### config.mk
export PLATFORM = sky130hd
export DESIGN_NAME = exec_unit
export DESIGN_NICKNAME = d
export VERILOG_FILES = /design/src/rtl/exec_unit.sv
export SDC_FILE = /design/constraint.sdc
export NUM_CORES = 1
export LEC_CHECK = 0
export BUFFER_PORTS_ARGS = -buffer_cell sky130_fd_sc_hd__buf_4
export CORE_MARGIN = 10
export CORE_UTILIZATION = 50
export DETAILED_ROUTE_END_ITERATION = 16
export MAX_ROUTING_LAYER = met4
export PLACE_DENSITY = 0.77
export SYNTH_ARGS = -nofsm -noshare
export SYNTH_HDL_FRONTEND = slang
export SYNTH_SLANG_ARGS = --single-unit
### constraint.sdc
create_clock -name clk -period 4.2 [get_ports clk]
set_clock_uncertainty 0.1 [all_clocks]
set_input_delay 0.84 -clock clk [delete_from_list [all_inputs] [get_ports clk]]
set_output_delay 0.84 -clock clk [all_outputs]
set_load 0.005 [all_outputs]
### src/rtl/exec_unit.sv
// Execute stage: single-cycle ALU plus a DWIDTH-cycle shift-add multiplier,
// returning write-back data with a one-hot register write enable.
module exec_unit #(
    parameter int DWIDTH = 16
) (
    input  logic              clk,
    input  logic              rst_n,
    input  logic              en_in,
    input  logic [2:0]        op,
    input  logic [1:0]        dst,
    input  logic [DWIDTH-1:0] a_in,
    input  logic [DWIDTH-1:0] b_in,
    output logic [DWIDTH-1:0] result,
    output logic [3:0]        reg_en,
    output logic              en_out,
    output logic              busy,
    output logic              flag_z,
    output logic              flag_c
);
    localparam int CW = $clog2(DWIDTH + 1);

    typedef enum logic [2:0] {
        OP_MOV = 3'b000, OP_ADD = 3'b001, OP_SUB = 3'b010, OP_AND = 3'b011,
        OP_OR  = 3'b100, OP_XOR = 3'b101, OP_SHL = 3'b110, OP_MUL = 3'b111
    } op_t;

    typedef enum logic {IDLE, MUL} state_t;

    state_t              state, state_nxt;
    logic [DWIDTH-1:0]   result_nxt, mplier, mplier_nxt, alu_res;
    logic [2*DWIDTH-1:0] mcand, mcand_nxt, acc, acc_nxt, acc_sum;
    logic [CW-1:0]       cnt, cnt_nxt;
    logic [1:0]          dst_q, dst_q_nxt;
    logic [3:0]          reg_en_nxt;
    logic                en_out_nxt, busy_nxt, flag_z_nxt, flag_c_nxt, alu_c;
    logic [DWIDTH:0]     wide;

    // Single-cycle ALU; bit DWIDTH of the widened add/subtract is carry or borrow.
    always_comb begin
        // NOTE: every combinational output gets a default first so no path infers a latch.
        alu_res = '0;
        alu_c   = 1'b0;
        wide    = '0;
        unique case (op_t'(op))
            OP_MOV: alu_res = b_in;
            OP_ADD: begin
                wide    = {1'b0, a_in} + {1'b0, b_in};
                alu_res = wide[DWIDTH-1:0];
                alu_c   = wide[DWIDTH];
            end
            OP_SUB: begin
                wide    = {1'b0, a_in} - {1'b0, b_in};
                alu_res = wide[DWIDTH-1:0];
                alu_c   = wide[DWIDTH];
            end
            OP_AND: alu_res = a_in & b_in;
            OP_OR:  alu_res = a_in | b_in;
            OP_XOR: alu_res = a_in ^ b_in;
            OP_SHL: begin
                alu_res = {a_in[DWIDTH-2:0], 1'b0};
                alu_c   = a_in[DWIDTH-1];
            end
            OP_MUL: alu_res = '0;
        endcase
    end

    assign acc_sum = acc + (mplier[0] ? mcand : '0);

    always_comb begin
        state_nxt  = state;
        result_nxt = result;
        reg_en_nxt = '0;
        en_out_nxt = 1'b0;
        busy_nxt   = busy;
        flag_z_nxt = flag_z;
        flag_c_nxt = flag_c;
        mcand_nxt  = mcand;
        mplier_nxt = mplier;
        acc_nxt    = acc;
        cnt_nxt    = cnt;
        dst_q_nxt  = dst_q;
        unique case (state)
            IDLE: if (en_in) begin
                if (op_t'(op) == OP_MUL) begin
                    mcand_nxt  = {{DWIDTH{1'b0}}, a_in};
                    mplier_nxt = b_in;
                    acc_nxt    = '0;
                    cnt_nxt    = '0;
                    dst_q_nxt  = dst;
                    busy_nxt   = 1'b1;
                    state_nxt  = MUL;
                end else begin
                    result_nxt = alu_res;
                    reg_en_nxt = 4'b0001 << dst;
                    en_out_nxt = 1'b1;
                    flag_z_nxt = (alu_res == '0);
                    flag_c_nxt = alu_c;
                end
            end
            MUL: begin
                // en_in is deliberately ignored here; the issuer must watch busy.
                acc_nxt    = acc_sum;
                mcand_nxt  = mcand << 1;
                mplier_nxt = mplier >> 1;
                cnt_nxt    = cnt + CW'(1);
                if (cnt == CW'(DWIDTH - 1)) begin
                    result_nxt = acc_sum[DWIDTH-1:0];
                    reg_en_nxt = 4'b0001 << dst_q;
                    en_out_nxt = 1'b1;
                    flag_z_nxt = (acc_sum[DWIDTH-1:0] == '0);
                    flag_c_nxt = |acc_sum[2*DWIDTH-1:DWIDTH];
                    busy_nxt   = 1'b0;
                    state_nxt  = IDLE;
                end
            end
        endcase
    end

    always_ff @(posedge clk) begin
        // NOTE: sequential state uses non-blocking assignments so all registers update together.
        if (!rst_n) begin
            state  <= IDLE;
            result <= '0;
            reg_en <= '0;
            en_out <= 1'b0;
            busy   <= 1'b0;
            flag_z <= 1'b0;
            flag_c <= 1'b0;
            mcand  <= '0;
            mplier <= '0;
            acc    <= '0;
            cnt    <= '0;
            dst_q  <= '0;
        end else begin
            state  <= state_nxt;
            result <= result_nxt;
            reg_en <= reg_en_nxt;
            en_out <= en_out_nxt;
            busy   <= busy_nxt;
            flag_z <= flag_z_nxt;
            flag_c <= flag_c_nxt;
            mcand  <= mcand_nxt;
            mplier <= mplier_nxt;
            acc    <= acc_nxt;
            cnt    <= cnt_nxt;
            dst_q  <= dst_q_nxt;
        end
    end
endmodule
# Yosys cells after proc, flatten, opt, wreduce, memory -nomap -nowiden
# Cells that the tools add are included.
# classes
n_addsub,4
eq_ne,12
n_bitwise,4
n_shift,2
muxes,43
n_reduce_logical,8
# op_table
cell,n
$mux 32,5
$pmux 16 s8,1
$pmux 32 s2,2
$mux 16,5
$pmux 16 s2,2
$add 32x32->32,1
$logic_not 16->1,2
$add 16x16->17,1
$sub 16x16->17,1
$and 16x16->16,1
$or 16x16->16,1
$reduce_or 16->1,1
$xor 16x16->16,1
$mux 1,15
$eq 3x3->1 const B,4
$mux 4,3
$mux 5,2
$pmux 1 s2,5
$pmux 5 s2,1
$reduce_and 3->1,3
$pmux 4 s2,1
$shl 1x2->4 const A,2
$eq 3x2->1 const B,2
$ne 2x2->1 const B,3
other kinds (8),8
# totals
output_inout_bits,24
regBits,112
input_bits,40
elab_cells,85

# Logic depth before layout (Yosys ltp)
# Gate-level depths: netlist of run 1.
# depth
word_depth,6
ltp_mapped,14
ltp_nobuf,14

# Worst setup path after synthesis of run 1
# Ideal clock, no wire load.
# synth_timing
path_type,reg-to-reg
from,register mplier[0]
to,register flag_c
path_slack_ns,0.426
arrival_ns,3.558
setup_ns,0.116
required_ns,3.984
n_path_buf,1
period_less_slack_ns,3.774
path_stages_with_launch,15
path_cell_list,dfxtp_1 > clkbuf_1 > and2_1 > ha_1 > fa_1 > a21oi_1 > nor2_1 > o21ai_1 > a21oi_1 > nor2_1 > xnor2_1 > or4_1 > or4_1 > or4_1 > o211a_1
# synth_between
elab_chain_len,5
# synth_rtl
item,line,text
from (decl),30,"logic [DWIDTH-1:0] result_nxt, mplier, mplier_nxt, alu_res;"
from (signal assigned),143,mplier <= mplier_nxt;
$mux 32,67,assign acc_sum = acc + (mplier[0] ? mcand : '0);
$add 32x32->32,67,
$reduce_or 16->1,111,flag_c_nxt = |acc_sum[2*DWIDTH-1:DWIDTH];
$mux 1,106,if (cnt == CW'(DWIDTH - 1)) begin
$pmux 1 s2,82,unique case (state)
to (signal assigned),141,flag_c <= flag_c_nxt;
to (decl),18,output logic flag_c
# Every way passes these cells. The select of a mux whose other input is x is not followed.
# A chain may end at the register's enable or synchronous reset.

# Worst setup path in the final report of run 1
# Same ends and word-level chain as after synthesis.

==> impl_metrics.tcl, run 1 <==
set metrics [dict create \
    syn_nets 1368 \
    cp_max_fo 20 \
    power.total_w 0.00267 \
    nets 1396 \
    power_frac_seq_pct 42.0 \
    hold_viol 0 \
    cts_made_buffers 9 \
    wl_per_cell_um 18.7 \
    peakVddDrop_mv 0.228 \
    final_cell_mix "nand2_1 (164), dfxtp_1 (110), a21oi_1 (105)" \
    power.internal_w 0.00179 \
    via_per_inst 6.22 \
    hold_class "reg2reg" \
    yosysTopAreaCell "dfxtp_1" \
    cp.required_ns 4.36 \
    drive_gt1_share_pct 11.1 \
    ys_seq_area_share_pct 24.2 \
    tns_ns 0 \
    outcome "complete, no violations" \
    routed_wl_um 28200 \
    critPathCaptureType "flop" \
    rows 49 \
    gr-total-overflow 0 \
    synth_area_leaders "dfxtp_1 (24%), ha_1 (11%), nand2_1 (6.6%), a21oi_1 (5.7%), o21ai_0 (4.4%)" \
    numPortBuffers 63 \
    die-width_um 156 \
    clockBufferDepth 2 \
    max_cap_violations 0 \
    timing_worst_slew_pin_value_ns 0.958 \
    clock.fmax_mhz 249 \
    p_sw_share_pct 32.9 \
    antennaDiodeCount 0 \
    holdBufCountCts 0 \
    die_area_um2 24400 \
    firstDrtPassIters 6 \
    rsz0062_at_grt "false" \
    initial_utilization_pct 51.3 \
    htreeDepth 3 \
    finalCritPeriodShare_pct 95.7 \
    finalSetupViolCount 0 \
    relSlewSlack_pct 36.1 \
    post-dp-hpwl_um 20900 \
    async_flop_share_pct 0 \
    grt_pass1_vias 8762 \
    crit_type "reg2reg" \
    maxSlewViolCount 0 \
    grt_pass1_wl_um 46100 \
    antenna_left 0 \
    insertion_delay_ns 0.37 \
    pre_cts_ws_ns -0.0707 \
    synth.distinct_cells 71 \
    coreArea_um2 18100 \
    gp_routability_congestion 1.07 \
    grt_antenna_before_repair 0 \
    cp.arrival_ns 4.18 \
    p_leak_nw 4.63 \
    comb_power_share_pct 23.8 \
    synth_top_area_share_pct 24.2 \
    p_switching_w 0.000880 \
    root_buffer "clkbuf_16" \
    layout_commonest_cell "nand2_1" \
    vias 9353 \
    fin_cells 1503 \
    synth_top_flop_cell "dfxtp_1" \
    worstRegToRegCells 13 \
    whs_path_depth 2 \
    synth_cells 1241 \
    yosysWarningCount 0 \
    synth_seq_cells 112 \
    drc 0 \
    tritoncts "built" \
    worstSetupStartpointType "flop" \
    io_pins 64 \
    fin_ws_ns 0.181 \
    power_density_nw_per_um2 258 \
    period_minus_slack_ns 4.02 \
    syn_avg_cell_area_um2 7.47 \
    reg2reg_slack_ns 0.18 \
    clockPowerShare_pct 34.3 \
    grt_max_degree 111 \
    die_y_um 156 \
    drtIter0Drc 901 \
    dp.cells 1487 \
    grt_usage_pct 23.4 \
    fillers 1631 \
    area_growth_syn_to_layout_pct 11.7 \
    post-route-util_pct 57.3 \
    cts_sinks 112 \
    synth_edf_count 0 \
    clk_pin_slew_worst_paths_ns 0.08 \
    synth.cell_area_um2 9280 \
]
power by group through the flow:
stage,Sequential [W],Clock [W],Combinational [W]
global route,0.00113,0.000977,0.000693
global placement,0.00115,0,0.000611
CTS,0.00112,0.000935,0.000624
finish,0.00112,0.000916,0.000635
floorplan,0.00114,0,0.000392
detailed placement,0.00115,0,0.000619
worst max-delay path: stages (launching register included):
cell     delay (ns)
dfxtp_4        0.41
buf_4          0.20
and2_1         0.17
ha_1           0.38
o21a_1         0.22
a21oi_2        0.14
o21ai_0        0.10
a31oi_1        0.26
o21a_4         0.18
xnor2_1        0.07
or4_1          0.41
or4_1          0.52
or4_1          0.52
o211a_1        0.22
registers in the layout, indices dropped and copies added (netlist names):
register and flops:
acc 32, mcand 32, mplier 16, result 16, cnt 5, reg_en 4, dst_q 2, busy 1
en_out 1, flag_c 1, flag_z 1, state 1
Yosys cell counts (3+ instances only):
master and n:
nand3_1 14, o32ai_1 3, fa_1 3, o211a_1 33, o31ai_1 7, clkbuf_1 76
o21a_1 17, inv_1 54, o21ai_1 4, or4_1 4, o22ai_1 12, and2_1 58
a22oi_1 13, nor4b_1 3, o21ai_0 81, dfxtp_1 112, nand2b_1 8, a21o_1 12
o21bai_1 4, a21oi_1 106, or2_2 4, nor2b_1 32, nor4_1 4, nor2_1 73
nor3_1 21, a22o_1 4, a211oi_1 10, nand4_1 10, o31a_1 3, mux2i_1 5
or3_1 6, nand2_1 164, xnor2_1 26, a221oi_1 14, buf_1 9, ha_1 84
a311oi_1 4, and3_1 16, xor2_1 17, o211ai_1 43, a31oi_1 17, a21boi_0 16
worst paths after layout:
| check | start | endpoint |
|---|---|---|
| min | mplier[15] | mplier[15] |
| max | mplier[0] | flag_c |
| max reg2reg | mplier[0] | flag_c |
| min reg2reg | mplier[15] | mplier[15] |
cell type report:
cell class | count | area, um2 | share of cell area, %
Clock buffer | 9 | 225 | 2.17
Inverter | 55 | 206 | 1.99
Sequential cell | 112 | 2250 | 21.7
Timing Repair Buffer | 103 | 786 | 7.58
Clock inverter | 7 | 98.8 | 0.954
Multi-Input combinational cell | 988 | 6510 | 62.8
Tap cell | 229 | 287 | 2.77
repair_timing:
item,CTS,global route
setup endpoints to repair,1,1
gates resized for setup,1,4
setup buffers,0,0
cell families after synthesis:
group | synth area share [%]
buffers and inverters | 5.79
AO/OA/AOI/OAI | 30.7
AND/OR/NAND/NOR | 22.0
flip-flops | 24.2
adder cells (fa/ha/maj) | 12.0
multiplexers | 1.27
XOR/XNOR | 4.06
through the flow:
step           hold slack [ns]  area [um2]
3_5_place_dp             0.350       10000
5_1_grt                  0.399       10400
2_1_floorplan            0.336        9280
4_1_cts                  0.366       10300
3_3_place_gp             0.348       10000
6_report                 0.367       10400
layer usage:
layer / track usage, % / vias to the layer above / wire length (um) / part of all wire [%]
met5: - / - / 0 / 0
met4: 6.34 / 0 / 655 / 2.3
met3: 2.99 / 47 / 1930 / 6.8
met2: 35.9 / 419 / 12700 / 45
met1: 31.7 / 4385 / 12900 / 46
li1: - / 4502 / - / -
(Power assumes the default switching activity.)
==> inputs of run 2 (changes only) <==
Settings changed: CORE_UTILIZATION 50 to 62, PLACE_DENSITY 0.77 to 0.91.
==> run 2 against run 1 <==
First-iteration DRC count up 22%. Core utilization up 13 points. Global-route usage up 4.3 points. Combinational power down 2%. Critical path depth unchanged. Register-to-register slack better by 0.05 ns. Clock power down 2.4%. Via count up 1.6%. Critical endpoint unchanged.
==> impl_metrics.tcl, run 2 (same netlist as run 1, synthesis figures left out) <==
set metrics [dict create \
    outcome "complete, no violations" \
    regArea_um2 2250 \
    top_regs "acc: 32 flops, mcand: 32 flops" \
    postCtsSetupBuffers 0 \
    tns_ns 0 \
    root_buffer "clkbuf_16" \
    hold_class "reg2reg" \
    cp-startpoint "mplier[0]" \
    power_density_nw_per_um2 258 \
    clk_pin_slew_worst_paths_ns 0.09 \
    max_cap_violations 0 \
    cts_made_buffers 9 \
    hold_viol 0 \
    r2r_start "mplier[0]" \
    p_leak_nw 4.59 \
    gr-total-overflow 0 \
    numPortBuffers 63 \
    finalSetupViolCount 0 \
    fillers 1137 \
    p_sw_share_pct 32.5 \
    drtIter0Drc 1103 \
    wl_per_cell_um 19.4 \
    worstSetupStartpointType "flop" \
    slowest_delay_ns 0.53 \
    vias 9505 \
    cts_sinks 112 \
    insertion_delay_ns 0.37 \
    grt_max_degree 111 \
    tritoncts "built" \
    nets 1387 \
    cp.arrival_ns 4.15 \
    final_cell_mix "nand2_1 (164), dfxtp_1 (110), a21oi_1 (106)" \
    min_to "result[1]" \
    whs_path_depth 2 \
    post_cts_resized 0 \
    initial_utilization_pct 63.6 \
    grt_usage_pct 27.7 \
    holdBufCountCts 0 \
    comb_power_share_pct 23.6 \
    die_y_um 142 \
    power.internal_w 0.00178 \
    cp.required_ns 4.38 \
    via_per_inst 6.56 \
    routed_wl_um 28100 \
    grt_pass1_wl_um 45300 \
    rows 44 \
    coreArea_um2 14600 \
    relSlewSlack_pct 35.0 \
    cp_max_fo 19 \
    power_frac_seq_pct 42.6 \
    area_growth_syn_to_layout_pct 10.1 \
    antenna_left 0 \
    die_area_um2 20300 \
    critPathBufInv 0 \
    htreeDepth 3 \
    rsz0062_at_grt "false" \
    io_pins 64 \
    critPathSlowestCell "or4_1" \
    period_minus_slack_ns 3.97 \
    grt_pass1_vias 8725 \
    antennaDiodeCount 0 \
    gp_routability_congestion 1.02 \
    worstReg2RegEnd "flag_c" \
    crit_path_cell_trace "and2_1 -> ha_1 -> fa_1 -> a21oi_1 -> nor2_1 -> or2_2 -> a21oi_1 -> nand2_1 -> a21oi_1 -> xnor2_1 -> or4_1 -> or4_1 -> o211a_1" \
    clock.fmax_mhz 252 \
    reg2reg_slack_ns 0.23 \
    critPathCaptureType "flop" \
    maxSlewViolCount 0 \
    worstRegToRegCells 13 \
    die-width_um 142 \
    p_switching_w 0.000858 \
    drive_gt1_share_pct 10.5 \
    hp-start "result[1]" \
    peakVddDrop_mv 0.265 \
    post-dp-hpwl_um 20800 \
    grt_antenna_before_repair 0 \
    crit_family "simple AND/OR/NAND/NOR gates" \
    crit_type "reg2reg" \
    timing_worst_slew_pin_value_ns 0.975 \
    firstDrtPassIters 6 \
    layout_commonest_cell "nand2_1" \
    post-route-util_pct 70.0 \
    clockBufferDepth 2 \
    clockPowerShare_pct 33.9 \
    multi_input_area_um2 6520 \
    drc 0 \
    crit_top_cell "a21oi_1" \
    finalCritPeriodShare_pct 94.5 \
]
==> run 2: cell count changes in the layout (fill, tap and decap cells not counted), sizes merged <==
| cell | change |
|---|---|
| buf | -9 |
| inv | -2 |
| clkbuf | +1 |
| clkinvlp | +1 |
==> run 2: power by group through the flow <==
stage	sequential (W)	combinational (W)	clock, W
2_1_floorplan	0.00114	0.000392	0
3_3_place_gp	0.00115	0.000589	0
3_5_place_dp	0.00115	0.000599	0
4_1_cts	0.00112	0.000602	0.000897
5_1_grt	0.00113	0.000671	0.000945
6_report	0.00112	0.000621	0.000894
==> run 2: final cells by class <==
| cell class | instances | area share (%) |
|---|---|---|
| Clock inverter | 6 | 0.674 |
| Multi-Input combinational cell | 988 | 63.8 |
| Timing Repair Buffer | 94 | 6.91 |
| Inverter | 55 | 2.02 |
| Clock buffer | 10 | 2.34 |
| Tap cell | 184 | 2.25 |
| Sequential cell | 112 | 22.0 |
==> run 2: per-layer routing <==
metal,share of wire (%),GRT usage (%),vias up
li1,-,-,4474
met1,43,36.3,4369
met2,45,41.8,571
met3,9.3,5.34,91
met4,3.1,9.21,0
met5,0,-,-
==> run 2: worst max-delay path by stage <==
stage | to | slack [ns] | cells after the start
after detailed placement | flag_c | 0.03 | 13
after CTS | flag_c | 0.03 | 13
after global routing | flag_c | 0.06 | 13
final | flag_c | 0.23 | 13
after floorplan | flag_c | 0.43 | 14
after global placement | flag_c | 0.06 | 13
==> run 2: through the flow <==
stage | cell area (um2) | cells | worst slack, ns | hold slack, ns | power, W
after floorplan | 9280 | 1241 | 0.426 | 0.336 | 0.00153
after global placement | 9880 | 1433 | 0.0591 | 0.354 | 0.00173
after detailed placement | 9880 | 1433 | 0.0315 | 0.365 | 0.00175
after CTS | 10200 | 1449 | 0.0317 | 0.378 | 0.00262
after global routing | 10200 | 1449 | 0.0568 | 0.396 | 0.00274
final | 10200 | 1449 | 0.229 | 0.373 | 0.00264
==> run 2: worst reg2reg max path, stage by stage (launching register included) <==
cell	delay, ns
dfxtp_4	0.41
and2_1	0.19
ha_1	0.21
fa_1	0.40
a21oi_1	0.19
nor2_1	0.11
or2_2	0.34
a21oi_1	0.20
nand2_1	0.14
a21oi_1	0.23
xnor2_1	0.12
or4_1	0.53
or4_1	0.49
o211a_1	0.21
